--- config.mk ---
export PLATFORM = sky130hd
export DESIGN_NAME = cirno_sequencer_flat
export DESIGN_NICKNAME = d
export VERILOG_FILES = /design/src/rtl/cirno_sequencer_if.sv /design/src/rtl/cirno_sequencer.sv /design/src/flat_wrapper.sv
export SDC_FILE = /design/constraint.sdc
export NUM_CORES = 1
export LEC_CHECK = 0
export CORE_MARGIN = 5
export CORE_UTILIZATION = 43
export DETAILED_ROUTE_END_ITERATION = 12
export PLACE_DENSITY = 0.84
export RECOVER_POWER = 25
export SLEW_MARGIN = 15
export SYNTH_ARGS = -nofsm -noshare
export SYNTH_HDL_FRONTEND = slang
export SYNTH_SLANG_ARGS = --single-unit
export TNS_END_PERCENT = 1
--- constraint.sdc ---
create_clock -name clk -period 1.88 [get_ports clk]
set_input_delay 0.188 -clock clk [delete_from_list [all_inputs] [get_ports clk]]
set_output_delay 0.188 -clock clk [all_outputs]
set_load 0.01 [all_outputs]
--- src/rtl/cirno_sequencer_if.sv ---
// Bundle of the sequencer's handshake and bus signals.
//   master : the sequencer side (drives fetch/decode/exec strobes, pc, status)
//   slave  : the environment side (imem, decoder, register file, dmem, start)
// Signals:
//   start                          : leave IDLE and begin fetching at pc
//   imem_req / imem_ack            : instruction fetch handshake, imem_rdata valid with ack
//   inst / decoder_en              : latched instruction and one-cycle decode strobe
//   inst_type, branch, branchi,
//   immediate, done                : registered decoder outputs, valid in EXEC
//   reg_x                          : register-file read data, branch target
//   alu_en / reg_wr_en             : ALU and register-file write strobes
//   dmem_req / dmem_we / dmem_ack  : data memory handshake, we=1 for store
//   pc / halted / retired          : program counter, halt flag, retired count
interface cirno_sequencer_if #(
  parameter int unsigned PC_W  = 8,
  parameter int unsigned CNT_W = 16
);
  logic             start;
  logic             imem_req;
  logic             imem_ack;
  logic [8:0]       imem_rdata;
  logic [8:0]       inst;
  logic             decoder_en;
  logic [2:0]       inst_type;
  logic             branch;
  logic             branchi;
  logic [5:0]       immediate;
  logic             done;
  logic [7:0]       reg_x;
  logic             alu_en;
  logic             reg_wr_en;
  logic             dmem_req;
  logic             dmem_we;
  logic             dmem_ack;
  logic [PC_W-1:0]  pc;
  logic             halted;
  logic [CNT_W-1:0] retired;

  modport master (
    input  start, imem_ack, imem_rdata, inst_type, branch, branchi, immediate, done, reg_x,
           dmem_ack,
    output imem_req, inst, decoder_en, alu_en, reg_wr_en, dmem_req, dmem_we, pc, halted, retired
  );

  modport slave (
    output start, imem_ack, imem_rdata, inst_type, branch, branchi, immediate, done, reg_x,
           dmem_ack,
    input  imem_req, inst, decoder_en, alu_en, reg_wr_en, dmem_req, dmem_we, pc, halted, retired
  );
endinterface

--- src/rtl/cirno_sequencer.sv ---
// Multi-cycle fetch/decode/execute sequencer for the Cirno core.
// Owns the PC, fetches 9-bit instructions over a req/ack port, pulses decoder_en, then steps
// the ALU, register file and data memory from the decoder's registered outputs.
// Ports:
//   clk     : clock, all state updates on posedge
//   rst     : asynchronous active-high reset
//   bus_io  : cirno_sequencer_if.master (fetch, decode, exec, memory and status signals)
// Parameters:
//   PC_W     : PC width, PC arithmetic wraps modulo 2**PC_W
//   RESET_PC : PC loaded on reset
//   CNT_W    : width of the saturating retired-instruction counter
module cirno_sequencer #(
  parameter int unsigned     PC_W     = 8,
  parameter logic [PC_W-1:0] RESET_PC = '0,
  parameter int unsigned     CNT_W    = 16
) (
  input  logic              clk,
  input  logic              rst,
  cirno_sequencer_if.master bus_io
);

  typedef enum logic [2:0] {
    StIdle,
    StFetch,
    StDecode,
    StExec,
    StMem,
    StWb,
    StHalt
  } state_e;

  localparam logic [2:0] TypeAlu   = 3'd1;
  localparam logic [2:0] TypeBri   = 3'd2;
  localparam logic [2:0] TypeBr    = 3'd3;
  localparam logic [2:0] TypeMove  = 3'd4;
  localparam logic [2:0] TypeStore = 3'd5;
  localparam logic [2:0] TypeLoad  = 3'd6;

  state_e           state_q, state_d;
  logic [PC_W-1:0]  pc_q, pc_d;
  logic [8:0]       inst_q, inst_d;
  logic [CNT_W-1:0] retired_q, retired_d;
  // Access direction captured in EXEC so dmem_we stays stable for the whole MEM phase.
  logic             is_store_q, is_store_d;

  logic [PC_W-1:0]  pc_inc;
  logic [PC_W-1:0]  pc_rel;
  logic [PC_W-1:0]  reg_tgt;
  logic             retire;
  logic             exec_live;

  assign pc_inc    = pc_q + PC_W'(1);
  // Sized cast of a signed operand sign-extends the 6-bit offset; the add wraps naturally.
  assign pc_rel    = pc_q + PC_W'($signed(bus_io.immediate));
  assign reg_tgt   = PC_W'(bus_io.reg_x);
  // EXEC strobes are suppressed when the decoder flags a halt.
  assign exec_live = (state_q == StExec) && !bus_io.done;

  always_comb begin
    state_d    = state_q;
    pc_d       = pc_q;
    inst_d     = inst_q;
    is_store_d = is_store_q;
    retire     = 1'b0;

    unique case (state_q)
      StIdle: begin
        if (bus_io.start) state_d = StFetch;
      end

      StFetch: begin
        if (bus_io.imem_ack) begin
          inst_d  = bus_io.imem_rdata;
          state_d = StDecode;
        end
      end

      StDecode: begin
        state_d = StExec;
      end

      StExec: begin
        if (bus_io.done) begin
          state_d = StHalt;
        end else begin
          case (bus_io.inst_type)
            TypeBri, TypeBr: begin
              // Immediate branch wins over register branch; neither means not-taken/nop.
              if (bus_io.branchi) begin
                pc_d = pc_rel;
              end else if (bus_io.branch) begin
                pc_d = reg_tgt;
              end else begin
                pc_d = pc_inc;
              end
              state_d = StFetch;
              retire  = 1'b1;
            end
            TypeStore, TypeLoad: begin
              is_store_d = (bus_io.inst_type == TypeStore);
              state_d    = StMem;
            end
            // ALU, move and unknown codes all simply advance.
            default: begin
              pc_d    = pc_inc;
              state_d = StFetch;
              retire  = 1'b1;
            end
          endcase
        end
      end

      StMem: begin
        if (bus_io.dmem_ack) begin
          if (is_store_q) begin
            pc_d    = pc_inc;
            state_d = StFetch;
            retire  = 1'b1;
          end else begin
            state_d = StWb;
          end
        end
      end

      StWb: begin
        pc_d    = pc_inc;
        state_d = StFetch;
        retire  = 1'b1;
      end

      StHalt: begin
        state_d = StHalt;
      end

      default: begin
        state_d = StIdle;
      end
    endcase
  end

  always_comb begin
    retired_d = retired_q;
    if (retire && (retired_q != '1)) retired_d = retired_q + CNT_W'(1);
  end

  always_ff @(posedge clk or posedge rst) begin
    if (rst) begin
      state_q    <= StIdle;
      pc_q       <= RESET_PC;
      inst_q     <= '0;
      retired_q  <= '0;
      is_store_q <= 1'b0;
    end else begin
      state_q    <= state_d;
      pc_q       <= pc_d;
      inst_q     <= inst_d;
      retired_q  <= retired_d;
      is_store_q <= is_store_d;
    end
  end

  // Outputs decode the registered state, so an async reset drops every request immediately.
  // alu_en/reg_wr_en in EXEC also qualify on the decoder's registered type and done flag.
  assign bus_io.imem_req   = (state_q == StFetch);
  assign bus_io.decoder_en = (state_q == StDecode);
  assign bus_io.alu_en     = exec_live && (bus_io.inst_type == TypeAlu);
  assign bus_io.reg_wr_en  = (exec_live && (bus_io.inst_type == TypeMove)) || (state_q == StWb);
  assign bus_io.dmem_req   = (state_q == StMem);
  assign bus_io.dmem_we    = (state_q == StMem) && is_store_q;
  assign bus_io.halted     = (state_q == StHalt);
  assign bus_io.pc         = pc_q;
  assign bus_io.inst       = inst_q;
  assign bus_io.retired    = retired_q;

endmodule
--- src/flat_wrapper.sv ---
// flat-port wrapper written by rule: the top's interface ports become plain ports
module cirno_sequencer_flat 
#(
  parameter int unsigned     PC_W     = 8,
  parameter logic [PC_W-1:0] RESET_PC = '0,
  parameter int unsigned     CNT_W    = 16
)
  (clk, rst, bus_io_start, bus_io_imem_ack, bus_io_imem_rdata, bus_io_inst_type, bus_io_branch, bus_io_branchi, bus_io_immediate, bus_io_done, bus_io_reg_x, bus_io_dmem_ack, bus_io_imem_req, bus_io_inst, bus_io_decoder_en, bus_io_alu_en, bus_io_reg_wr_en, bus_io_dmem_req, bus_io_dmem_we, bus_io_pc, bus_io_halted, bus_io_retired);
  cirno_sequencer_if #(.PC_W(PC_W), .CNT_W(CNT_W)) bus_io_i ();
  input  logic clk;
  input  logic rst;
  input wire logic [$bits(bus_io_i.start)-1:0] bus_io_start;
  input wire logic [$bits(bus_io_i.imem_ack)-1:0] bus_io_imem_ack;
  input wire logic [$bits(bus_io_i.imem_rdata)-1:0] bus_io_imem_rdata;
  input wire logic [$bits(bus_io_i.inst_type)-1:0] bus_io_inst_type;
  input wire logic [$bits(bus_io_i.branch)-1:0] bus_io_branch;
  input wire logic [$bits(bus_io_i.branchi)-1:0] bus_io_branchi;
  input wire logic [$bits(bus_io_i.immediate)-1:0] bus_io_immediate;
  input wire logic [$bits(bus_io_i.done)-1:0] bus_io_done;
  input wire logic [$bits(bus_io_i.reg_x)-1:0] bus_io_reg_x;
  input wire logic [$bits(bus_io_i.dmem_ack)-1:0] bus_io_dmem_ack;
  output wire logic [$bits(bus_io_i.imem_req)-1:0] bus_io_imem_req;
  output wire logic [$bits(bus_io_i.inst)-1:0] bus_io_inst;
  output wire logic [$bits(bus_io_i.decoder_en)-1:0] bus_io_decoder_en;
  output wire logic [$bits(bus_io_i.alu_en)-1:0] bus_io_alu_en;
  output wire logic [$bits(bus_io_i.reg_wr_en)-1:0] bus_io_reg_wr_en;
  output wire logic [$bits(bus_io_i.dmem_req)-1:0] bus_io_dmem_req;
  output wire logic [$bits(bus_io_i.dmem_we)-1:0] bus_io_dmem_we;
  output wire logic [$bits(bus_io_i.pc)-1:0] bus_io_pc;
  output wire logic [$bits(bus_io_i.halted)-1:0] bus_io_halted;
  output wire logic [$bits(bus_io_i.retired)-1:0] bus_io_retired;
  assign bus_io_i.start = bus_io_start;
  assign bus_io_i.imem_ack = bus_io_imem_ack;
  assign bus_io_i.imem_rdata = bus_io_imem_rdata;
  assign bus_io_i.inst_type = bus_io_inst_type;
  assign bus_io_i.branch = bus_io_branch;
  assign bus_io_i.branchi = bus_io_branchi;
  assign bus_io_i.immediate = bus_io_immediate;
  assign bus_io_i.done = bus_io_done;
  assign bus_io_i.reg_x = bus_io_reg_x;
  assign bus_io_i.dmem_ack = bus_io_dmem_ack;
  assign bus_io_imem_req = bus_io_i.imem_req;
  assign bus_io_inst = bus_io_i.inst;
  assign bus_io_decoder_en = bus_io_i.decoder_en;
  assign bus_io_alu_en = bus_io_i.alu_en;
  assign bus_io_reg_wr_en = bus_io_i.reg_wr_en;
  assign bus_io_dmem_req = bus_io_i.dmem_req;
  assign bus_io_dmem_we = bus_io_i.dmem_we;
  assign bus_io_pc = bus_io_i.pc;
  assign bus_io_halted = bus_io_i.halted;
  assign bus_io_retired = bus_io_i.retired;
  cirno_sequencer #(.PC_W(PC_W), .RESET_PC(RESET_PC), .CNT_W(CNT_W)) u_core (.clk(clk), .rst(rst), .bus_io(bus_io_i));
endmodule
-- Word-level counts from Yosys, hierarchy flattened
Cells that the tools add are included.
- register bits after elaboration: 37
- bits of input ports: 34
- output and inout bits: 40
- logic and storage cells: 62
- add/sub/neg operators: 3
- equality and inequality tests: 19
- muxes and demuxes: 19
- bitwise operators: 1
- reduce and logical (&&, ||, !) cells: 15
- operators by type and width (cell ; number):
    2-to-1 mux 8 bit ; 5
    case mux 8 bit (3 select lines) ; 1
    case mux 3 bit (7 select lines) ; 1
    equality test 3 bit, second input constant ; 6
    2-to-1 mux 3 bit ; 6
    adder 16 x 1 -> 16 bit, second input constant ; 1
    != test 16 bit, second input constant ; 1
    case mux 8 bit (2 select lines) ; 1
    equality test 3 x 2 -> 1 bit, second input constant ; 4
    != test 2 bit, second input constant ; 5
    adder 8 x 1 -> 8 bit, second input constant ; 1
    adder 8 bit ; 1
    equality test 3 x 1 -> 1 bit, second input constant ; 2
    AND reduction 3 bit ; 2
    logical AND 1 bit ; 5
    AND reduction 5 bit ; 1
    2-to-1 mux 1 bit ; 4
    OR reduction 2 bit ; 2
    logical NOT 3 bit ; 1
    case mux 1 bit (3 select lines) ; 1
    nonzero test 3 bit ; 1
    != test 2 x 1 -> 1 bit, second input constant ; 1
    AND reduction 2 bit ; 1
    logical NOT 1 bit ; 1
    2 further kinds ; 2

-- Longest topological paths before layout
Gate-level depths: netlist (run 1).
- depth in word-level cells: 6
- depth in mapped cells: 8
- depth with buffers taken out: 8

-- Worst setup path after synthesis (run 1)
No wires, ideal clock.
- path kind: register to register
- start: register u_core.retired_q[0], in the netlist u_core.bus_io.retired[0]
- end: register u_core.retired_q[1], in the netlist u_core.bus_io.retired[1]
- data arrival time: 1887 ps
- required time: 1752 ps
- path slack: -135 ps
- stages on the path, launching flop included: 7
- buffers on the path: 1
- period minus slack after synthesis: 2015 ps
- cell sequence: dfrtp_1 ha_1 nand4_1 or4_4 o21ai_2 buf_6 mux2_1
- word-level cells in the longest chain between the ends: 2
- elaborated cells between the ends (all ways): 3
- ends and longest elaborated chain (what ; RTL line ; RTL):
    from (decl) ; cirno_sequencer.sv:42 ; logic [CNT_W-1:0] retired_q, retired_d;
    from (signal assigned) ; cirno_sequencer.sv:157 ; retired_q <= retired_d;
    branches (longest 2 deep; another with adder 16 x 1 -> 16 bit) ; - ;
Several ways; the timed one is not identified.
A chain may end at the register's enable or synchronous reset.

-- Worst setup path in the final report (run 1)
- start: register u_core.pc_q[0], in the netlist u_core.bus_io.pc[0]
- end: register u_core.pc_q[4], in the netlist u_core.bus_io.pc[4]
- word-level cells in the longest chain between the ends: 6
- elaborated cells between the ends (all ways): 9
- ends and longest elaborated chain (what ; RTL line ; RTL):
    from (decl) ; cirno_sequencer.sv:40 ; logic [PC_W-1:0] pc_q, pc_d;
    from (signal assigned) ; cirno_sequencer.sv:155 ; pc_q <= pc_d;
    adder 8 x 1 -> 8 bit ; cirno_sequencer.sv:52 ; assign pc_inc = pc_q + PC_W'(1);
    2-to-1 mux 8 bit ; cirno_sequencer.sv:91 ; end else if (bus_io.branch) begin
    2-to-1 mux 8 bit ; cirno_sequencer.sv:89 ; if (bus_io.branchi) begin
    case mux 8 bit (2 select lines) ; cirno_sequencer.sv:86 ; case (bus_io.inst_type)
    2-to-1 mux 8 bit ; cirno_sequencer.sv:83 ; if (bus_io.done) begin
    case mux 8 bit (3 select lines) * ; cirno_sequencer.sv:66 ; unique case (state_q)
Every way passes the cells marked *; elsewhere a longest branch is shown, timed or not. The select of a mux whose other input is x is not followed.

==> flow_metrics.tcl, run 1 <==
set metrics [dict create \
    max_cap_violations 0 \
    synth_commonest_cells "dfrtp_1, nor2_1, o21ai_0" \
    drt_first_iter_violations 108 \
    hold_viol 0 \
    dieArea_um2 7191 \
    synth_compound_gate_area_share_pct 16.95 \
    synth_cells 256 \
    drv_slew 0 \
    clock_path_buffers 2 \
    die_y_um 84.80 \
    ys_types 58 \
    dpl-instance-area_um2 3480 \
    yosysSeqAreaShare_pct 38.48 \
    ys_seq_elements 37 \
    crit_arrival_ns 1.99 \
    period_minus_slack_ns 1.850 \
    crit_type "reg2reg" \
    synth_fa_ha_area_share_pct 5.512 \
    antenna_left 0 \
    grt_overflow_total 0 \
    grt_usage_pct 19.34 \
    hold_path.class "in2reg" \
    worst-endpoint-required_ns 2.02 \
    syn-cell-area_um2 2406 \
    yosysTopAreaCellShare_pct 38.48 \
    synth-simple-area-share_pct 22.98 \
    postSynthAreaPerCell_um2 9.399 \
    wl_um 6980 \
    fin_nets 410 \
    grt_max_degree 38 \
    die_w_um 84.80 \
    ys_warn_count 0 \
    rsz0062_at_grt "yes" \
    pre_cts_ws_ns -0.3556 \
    start_kind "register" \
    synth_ff_type "dfrtp_1" \
    ys_top_cells_by_area "dfrtp_1, xor2_1, ha_1" \
    grt_pass1_vias 2346 \
    io_pins 74 \
    dpl.hpwl_um 5199 \
    worstPathMaxFanout 3 \
    htreeDepth 2 \
    relSlewSlack_pct 38.74 \
    numClockSinks 37 \
    coreArea_um2 5473 \
    leakage_nw 1.570 \
    vias 2432 \
    dr.pass1.iters 4 \
    start_util_pct 43.96 \
    drc_errors 0 \
    avgViaCountPerCell 5.540 \
    crit_path_end_kind "register" \
    routedWlPerCell_um 15.90 \
    cts_tree "built" \
    vdd_drop_max_mv 0.7882 \
    synth_edf_count 0 \
    synth_xor_area_share_pct 7.280 \
    ys_async_sr_fraction_pct 100.0 \
    outcome "finished, final reports clean" \
    p_per_area_nw_per_um2 1250 \
    hold_ws_ns 0.5025 \
    diodes 0 \
    timing.fmax_mhz 540.6 \
    stdcell_area_um2 3667 \
    setup_violations 0 \
    skew_ns 0.005096 \
    gp_congestion 0.9090 \
    clock-root-buffer "clkbuf_8" \
    yosysMostFrequentCell "dfrtp_1" \
    synth_top_family_by_area "simple AND/OR/NAND/NOR gates" \
    port_buffers 73 \
    grt_pass1_wl_um 11400 \
    drive_gt1_share_pct 22.62 \
    clk_latency_ns 0.30 \
    setup_slack_ns 0.03015 \
    antenna_found_initial 0 \
    syn2layout_area_growth_pct 52.42 \
    synth.largest_area_cell "dfrtp_1" \
    muxShareOfSynthArea_pct 5.096 \
    rows 27 \
    syn_nets 300 \
    tightest_slew_ns 0.9189 \
    path_clk_slew_ns 0.08 \
    cts_made_buffers 5 \
    period_share_pct 98.40 \
]
-- logic make-up after synthesis --
family,Yosys count
and+or+nand+nor,98
muxes,11
DFF,37
xor gates and xnor gates,20
AOI/OAI and AO/OA,62
buffers and inverters,18
adders and majority gates,10
-- power breakdown --
group / internal (mW) / leakage, nW / switching [mW]
sequential: 1.06 / 0.456 / 0.274
combinational: 1.44 / 1.07 / 1.22
clock: 0.263 / 0.0445 / 0.319
-- what timing repair did --
item	4_1_cts	5_1_grt
resized for setup	13	15
setup endpoints to repair	11	14
buffers inserted	0	0
pin swaps	0	3
hold buffers	0	0
gates cloned	0	0
-- cell type report --
| cell class | instances | area [um2] |
|---|---|---|
| fillers | 431 | 1805 |
| flip-flops and latches | 37 | 929.6 |
| multi-input cells | 201 | 1489 |
| clock buffers | 5 | 68.82 |
| well taps | 72 | 90.09 |
| clock inverters | 3 | 21.27 |
| inverters | 10 | 42.54 |
| repair buffers | 111 | 1026 |
-- flip-flops by register name, indices dropped and copies added (netlist names) --
signal	flops
u_core.state_q	3
u_core.bus_io.pc	8
u_core.bus_io.inst	9
u_core.bus_io.retired	16
u_core.is_store_q	1
-- placed cells by master (no fill, tap or decap), types with 10 or more instances in the layout --
cell type	instances
nand2_1	15
o21ai_0	15
buf_4	36
a21oi_1	11
dfrtp_1	34
xor2_1	13
nand3_1	13
nor3_1	10
clkdlybuf4s50_1	66
nor2_1	18
-- routing by layer --
metal	up-vias	global-route usage [%]	routed length (um)	part of all wire [%]
li1	1160	-	-	-
met1	1165	25.03	3039	44
met2	90	32.24	3445	49
met3	17	4.024	352	5.0
met4	0	6.187	142	2.0
met5	-	0	0	0
-- path summary, 6_finish.rpt --
path                                       startpoint                    end  cells after the start  slack, ns
worst min-delay path             bus_io_imem_rdata[2]  u_core.bus_io.inst[2]                      2       0.50
worst max-delay path              u_core.bus_io.pc[0]    u_core.bus_io.pc[4]                      8       0.03
worst min register to register  u_core.bus_io.inst[5]  u_core.bus_io.inst[5]                      1       0.51
min in group asynchronous                         rst  u_core.bus_io.inst[2]                      3       0.60
max in group asynchronous                         rst    u_core.bus_io.pc[1]                      3       0.65
worst max register to register    u_core.bus_io.pc[0]    u_core.bus_io.pc[4]                      8       0.03
-- critical path, stage by stage, from the launching register on --
cell     delay, ns
dfrtp_1       0.42
ha_4          0.18
inv_1         0.07
fa_2          0.24
nor2b_4       0.06
o21a_1        0.17
or3_1         0.30
a31oi_1       0.15
o21ai_0       0.11
-- metrics by stage --
| stage | cells | power, mW | TNS (ns) | utilization, % |
|---|---|---|---|---|
| floorplan | 256 | 2.669 | -0.1010 | - |
| global placement | 431 | 3.773 | -2.274 | 63.58 |
| detailed placement | 431 | 3.865 | -3.414 | 63.58 |
| CTS | 439 | 4.504 | -0.06675 | 65.80 |
| global route | 439 | 4.901 | -0.1217 | 67.01 |
| finish | 439 | 4.583 | 0 | 67.01 |
Note: power is estimated with default switching activity, not from simulation.
==> run 2, diff against run 1 <==
--- a/config.mk
+++ b/config.mk
@@ -9,7 +9,6 @@
 export CORE_UTILIZATION = 43
 export DETAILED_ROUTE_END_ITERATION = 12
 export PLACE_DENSITY = 0.84
-export RECOVER_POWER = 25
 export SLEW_MARGIN = 15
 export SYNTH_ARGS = -nofsm -noshare
 export SYNTH_HDL_FRONTEND = slang
==> flow_metrics.tcl, run 2 (same netlist as run 1, synthesis figures left out) <==
set metrics [dict create \
    dieArea_um2 7191 \
    vias 2428 \
    final_common_cell "clkdlybuf4s50_1" \
    start_kind "register" \
    routedWlPerCell_um 15.88 \
    vdd_drop_max_mv 0.7853 \
    gp_congestion 0.9090 \
    rows 27 \
    max_stage_delay_ns 0.42 \
    syn2layout_area_growth_pct 52.52 \
    clk_latency_ns 0.29 \
    numClockSinks 37 \
    start_util_pct 43.96 \
    leakage_nw 1.571 \
    crit_path_end_kind "register" \
    setup_violations 0 \
    die_w_um 84.80 \
    period_share_pct 98.38 \
    drc_errors 0 \
    n_fill_cell 431 \
    max_cap_violations 0 \
    post-route-util_pct 67.06 \
    worstPathMaxFanout 3 \
    drive_gt1_share_pct 22.62 \
    cp_slowest_cell "dfrtp_1" \
    fin_nets 410 \
    dr.pass1.iters 4 \
    post_cts_buffers 0 \
    hold_path.class "in2async" \
    final_cell_mix "clkdlybuf4s50_1, buf_4, dfrtp_1" \
    stdcell_area_um2 3670 \
    dpl.hpwl_um 5199 \
    relSlewSlack_pct 65.39 \
    dpl-instance-area_um2 3480 \
    grt_max_degree 38 \
    setup_slack_ns 0.03043 \
    grt_usage_pct 19.34 \
    die_y_um 84.80 \
    p_per_area_nw_per_um2 1248 \
    grt_overflow_total 0 \
    drv_slew 0 \
    pre_cts_ws_ns -0.3556 \
    period_minus_slack_ns 1.850 \
    path_cells "ha_4 > inv_1 > fa_2 > nor2b_4 > o21a_1 > or3_1 > a31oi_1 > o21ai_0" \
    rsz0062_at_grt "yes" \
    crit_type "reg2reg" \
    grt_pass1_wl_um 11400 \
    avgViaCountPerCell 5.531 \
    path_delay_family "compound AO/OA/AOI/OAI gates" \
    dpl.cell_count 431 \
    tightest_slew_ns 0.5186 \
    antenna_left 0 \
    clock_path_buffers 2 \
    crit_arrival_ns 1.99 \
    diodes 0 \
    drt_first_iter_violations 108 \
    port_buffers 73 \
    clock-root-buffer "clkbuf_8" \
    outcome "finished, final reports clean" \
    cts_made_buffers 5 \
    cts_tree "built" \
    grt_pass1_vias 2346 \
    skew_ns 0.005466 \
    timing.fmax_mhz 540.7 \
    worst-endpoint-required_ns 2.02 \
    path_clk_slew_ns 0.08 \
    largest_reg_flops 16 \
    wl_um 6971 \
    antenna_found_initial 0 \
    critPathBufInv 1 \
    htreeDepth 2 \
    finalNonFillerCells 439 \
    coreArea_um2 5473 \
    io_pins 74 \
    hold_viol 0 \
]
==> run 2: stage by stage <==
| step | total power, mW | TNS [ns] | hold slack [ns] |
|---|---|---|---|
| floorplan | 2.669 | -0.1010 | 0.3006 |
| finish | 4.580 | 0 | 0.3010 |
| global placement | 3.773 | -2.274 | 0.4871 |
| detailed placement | 3.865 | -3.414 | 0.4953 |
| global route | 4.902 | -0.1217 | 0.3428 |
| CTS | 4.504 | -0.06675 | 0.3212 |
==> run 2: metal layers <==
metal,GRT usage [%],routed length [um],share of wire (%),vias up
li1,-,-,-,1160
met4,6.187,142,2.0,0
met2,32.24,3458,50,87
met1,25.03,3029,43,1164
met5,0,0,0,-
met3,4.024,341,4.9,17
==> run 2: timing repair <==
item | in CTS | in global routing
pin swaps | 0 | 3
resized for setup | 13 | 15
gates cloned | 0 | 0
setup endpoints to repair | 11 | 14
endpoints found under the hold margin | 0 | 0
hold buffers | 0 | 0
==> run 2: report_power, final <==
group	switching (mW)	leakage (nW)	internal (mW)
clock network	0.315	0.0445	0.263
logic	1.22	1.07	1.44
registers	0.274	0.456	1.07
==> run 2: final cells by class <==
cell class              count  area (um2)  area share, %
well taps                  72       90.09          2.455
flip-flops and latches     37       929.6          25.33
multi-input cells         201        1489          40.57
repair buffers            111        1028          28.03
clock buffers               5       68.82          1.875
inverters                  10       42.54          1.159
clock inverters             3       21.27         0.5796
==> run 2: worst reg2reg max path, delay by kind of cell, from the launching register on <==
| kind | cells | cell delay [ns] |
|---|---|---|
| AO/OA/AOI/OAI | 3 | 0.43 |
| flip-flops | 1 | 0.42 |
| adder cells (fa/ha/maj) | 2 | 0.42 |
| AND/OR/NAND/NOR | 2 | 0.36 |
| buffers and inverters | 1 | 0.07 |
==> run 2: path summary, 6_finish.rpt <==
check                                      startpoint  depth (start not counted)  slack (ns)                     to
worst max-delay path              u_core.bus_io.pc[0]                          8        0.03    u_core.bus_io.pc[4]
worst min-delay path                              rst                          3        0.30  u_core.bus_io.inst[2]
worst max register to register    u_core.bus_io.pc[0]                          8        0.03    u_core.bus_io.pc[4]
worst min register to register  u_core.bus_io.inst[5]                          1        0.51  u_core.bus_io.inst[5]
max in group asynchronous                         rst                          3        1.22    u_core.bus_io.pc[1]
min in group clk                 bus_io_imem_rdata[2]                          2        0.51  u_core.bus_io.inst[2]
==> RTL edit (config.mk and constraints of run 2) <==
Encoding of `state_e`: now one-hot (7 bits for 7 states).
--- a/src/rtl/cirno_sequencer.sv
+++ b/src/rtl/cirno_sequencer.sv
@@ -20,12 +20,12 @@
 );
 
-  typedef enum logic [2:0] {
-    StIdle,
-    StFetch,
-    StDecode,
-    StExec,
-    StMem,
-    StWb,
-    StHalt
+  typedef enum logic [6:0] {
+    StIdle   = 7'b0000001,
+    StFetch  = 7'b0000010,
+    StDecode = 7'b0000100,
+    StExec   = 7'b0001000,
+    StMem    = 7'b0010000,
+    StWb     = 7'b0100000,
+    StHalt   = 7'b1000000
   } state_e;
 
Formal check against the unedited RTL: same outputs for any inputs over 10 cycles, from zero or initial values and one cycle with rst high; not proved beyond that.
==> RTL edit against run 2 <==
The run now ends with negative setup slack left. Total power decreased by 27%. Synthesized area increased by 5.9%. Largest cell class unchanged. Count of clock-buffer cells in the layout increased by 1. Cell area increased by 5.4%. Sequential cell count increased by 4. Sequential power decreased by 12%. Maximum frequency decreased by 12%. Setup slack got worse by 0.26 ns. Wire length decreased by 1.5%.
==> RTL edit: results (changes against run 2) <==
metric	value	unit	change
status	complete, but fails checks		
failing checks	negative setup slack		
row count	28		+3.7%
dpl ws	-0.542	ns	-0.186 ns
H-tree depth	2		unchanged
slew at the pin with the worst max-slew slack	0.513	ns	-0.00553 ns
RePlAce Congestion	0.818		-10%
First DRT Iteration DRCs	87		-19%
total track usage	0.185		-0.00817
Vias	2467		+1.6%
fin worst setup slack	-0.231	ns	-0.262 ns
post-DP HPWL	5.34	mm	+2.7%
largest net degree at the start of global routing	42		+11%
WP data arrival	2.32	ns	+0.33 ns
setup_tns	-3.48	ns	-3.48 ns
P_leak	1.67	nW	+6.0%
Area contributors post-synth	dfrtp_1 39%, o21ai_0 5.5%, xnor2_1 5.2%		
Setup Skew	0.00430	ns	-0.00116 ns
CTS root buffer	clkbuf_8		
ANT cells	0		unchanged
Max VDD drop	0.000646	V	-18%
# nets final	437		+6.6%
maximum fanout along the worst path	5		+2
clock latency on the worst-skew pair	0.29	ns	about the same
Reg2Reg Launch Point	u_core.state_q[6]		
CP max-delay cell	or3_4		
Synth top cells by count	40 x dfrtp_1, 28 x o21ai_0, 18 x nor2_1		
Detailed Routing Iterations Pass 1	5		+1
Seq/Total Area, Yosys	0.403		+0.0184
GR Util met3	0.0426		+0.00234
area post-placement	0.00372	mm²	+6.9%
Routed WL	6.87	mm	-1.5%
Post-synth ARST share	1.00		unchanged
GRT met1 Usage	0.224		-0.0259
met2 Use GR	0.333		+0.0102
CTS Buf Count	5		unchanged
max FFs per register	16		unchanged
Mapped Nets	311		+3.7%
initial antenna violation count	0		unchanged
IO buf count	73		unchanged
first-pass GRT wire length	11.4	mm	-0.36%
layout cells sized above 1	0.254		+0.0276
final setup fails	34		+34
library cells used by synthesis	53		-8.6%
==> RTL edit: cell count changes in the layout (fill, tap and decap cells not counted), moves of 5 or more <==
cell and delta:
buf_4 +18, dfrtp_1 +6, nand4_1 +5, o21ai_0 +7, xnor2_1 +8
==> RTL edit: logic make-up (layout without fill, tap and decap cells) <==
logic type	after synthesis	in the layout	share of synthesized area
and+or+nand+nor	94	94	0.207
AOI/OAI and AO/OA	66	66	0.168
DFF	41	41	0.403
xor gates and xnor gates	24	24	0.0825
buffers and inverters	21	148	0.0388
muxes	11	11	0.0481
adders and majority gates	10	10	0.0521
==> RTL edit: worst paths after layout <==
kind	end	slack (ns)	depth (start not counted)
setup reg to reg	u_core.bus_io.retired[15]	-0.23	6
hold / removal	u_core.bus_io.retired[8]	0.33	3
min in group clk	u_core.bus_io.retired[4]	0.50	1
setup / recovery	u_core.bus_io.retired[15]	-0.23	6
max in group asynchronous	u_core.state_q[0]	1.19	3
hold reg to reg	u_core.bus_io.retired[4]	0.50	1
==> RTL edit: repair_timing <==
action | in CTS | in global routing
pin swaps | 5 | 2
resized for setup | 28 | 14
buffers inserted | 2 | 0
endpoints found under the hold margin | 0 | 0
setup endpoints to repair | 39 | 38
==> RTL edit: worst max-delay path, delay by kind of cell (launching register included) <==
kind            cells  cell delay (ns)
simple gates        4             1.19
flops               1             0.38
xor+xnor            1             0.16
compound gates      1             0.30
==> RTL edit: metal layers <==
layer	wire length, µm	up-vias
li1	-	1219
met1	2980	1179
met2	3460	62
met3	362	7
met4	59	0
met5	0	-
==> RTL edit: stage by stage <==
step                hold slack (ns)  instances
floorplan                     0.277        267
global placement              0.481        459
detailed placement            0.485        459
CTS                           0.340        469
global route                  0.373        469
finish                        0.326        469
==> RTL edit: where the power goes <==
group | leakage, nW | switching (mW) | internal [mW]
registers | 0.490 | 0.113 | 1.06
clock network | 0.0450 | 0.298 | 0.258
logic | 1.13 | 0.724 | 0.906
==> RTL edit: layout make-up <==
type,instances,area (µm²)
Inverter,13,48.8
Tap cell,75,93.8
Clock buffer,6,72.6
Sequential cell,41,1030
Timing Repair Buffer,127,1120
Clock inverter,2,10.0
Multi-Input combinational cell,205,1490
Fill cell,462,1980
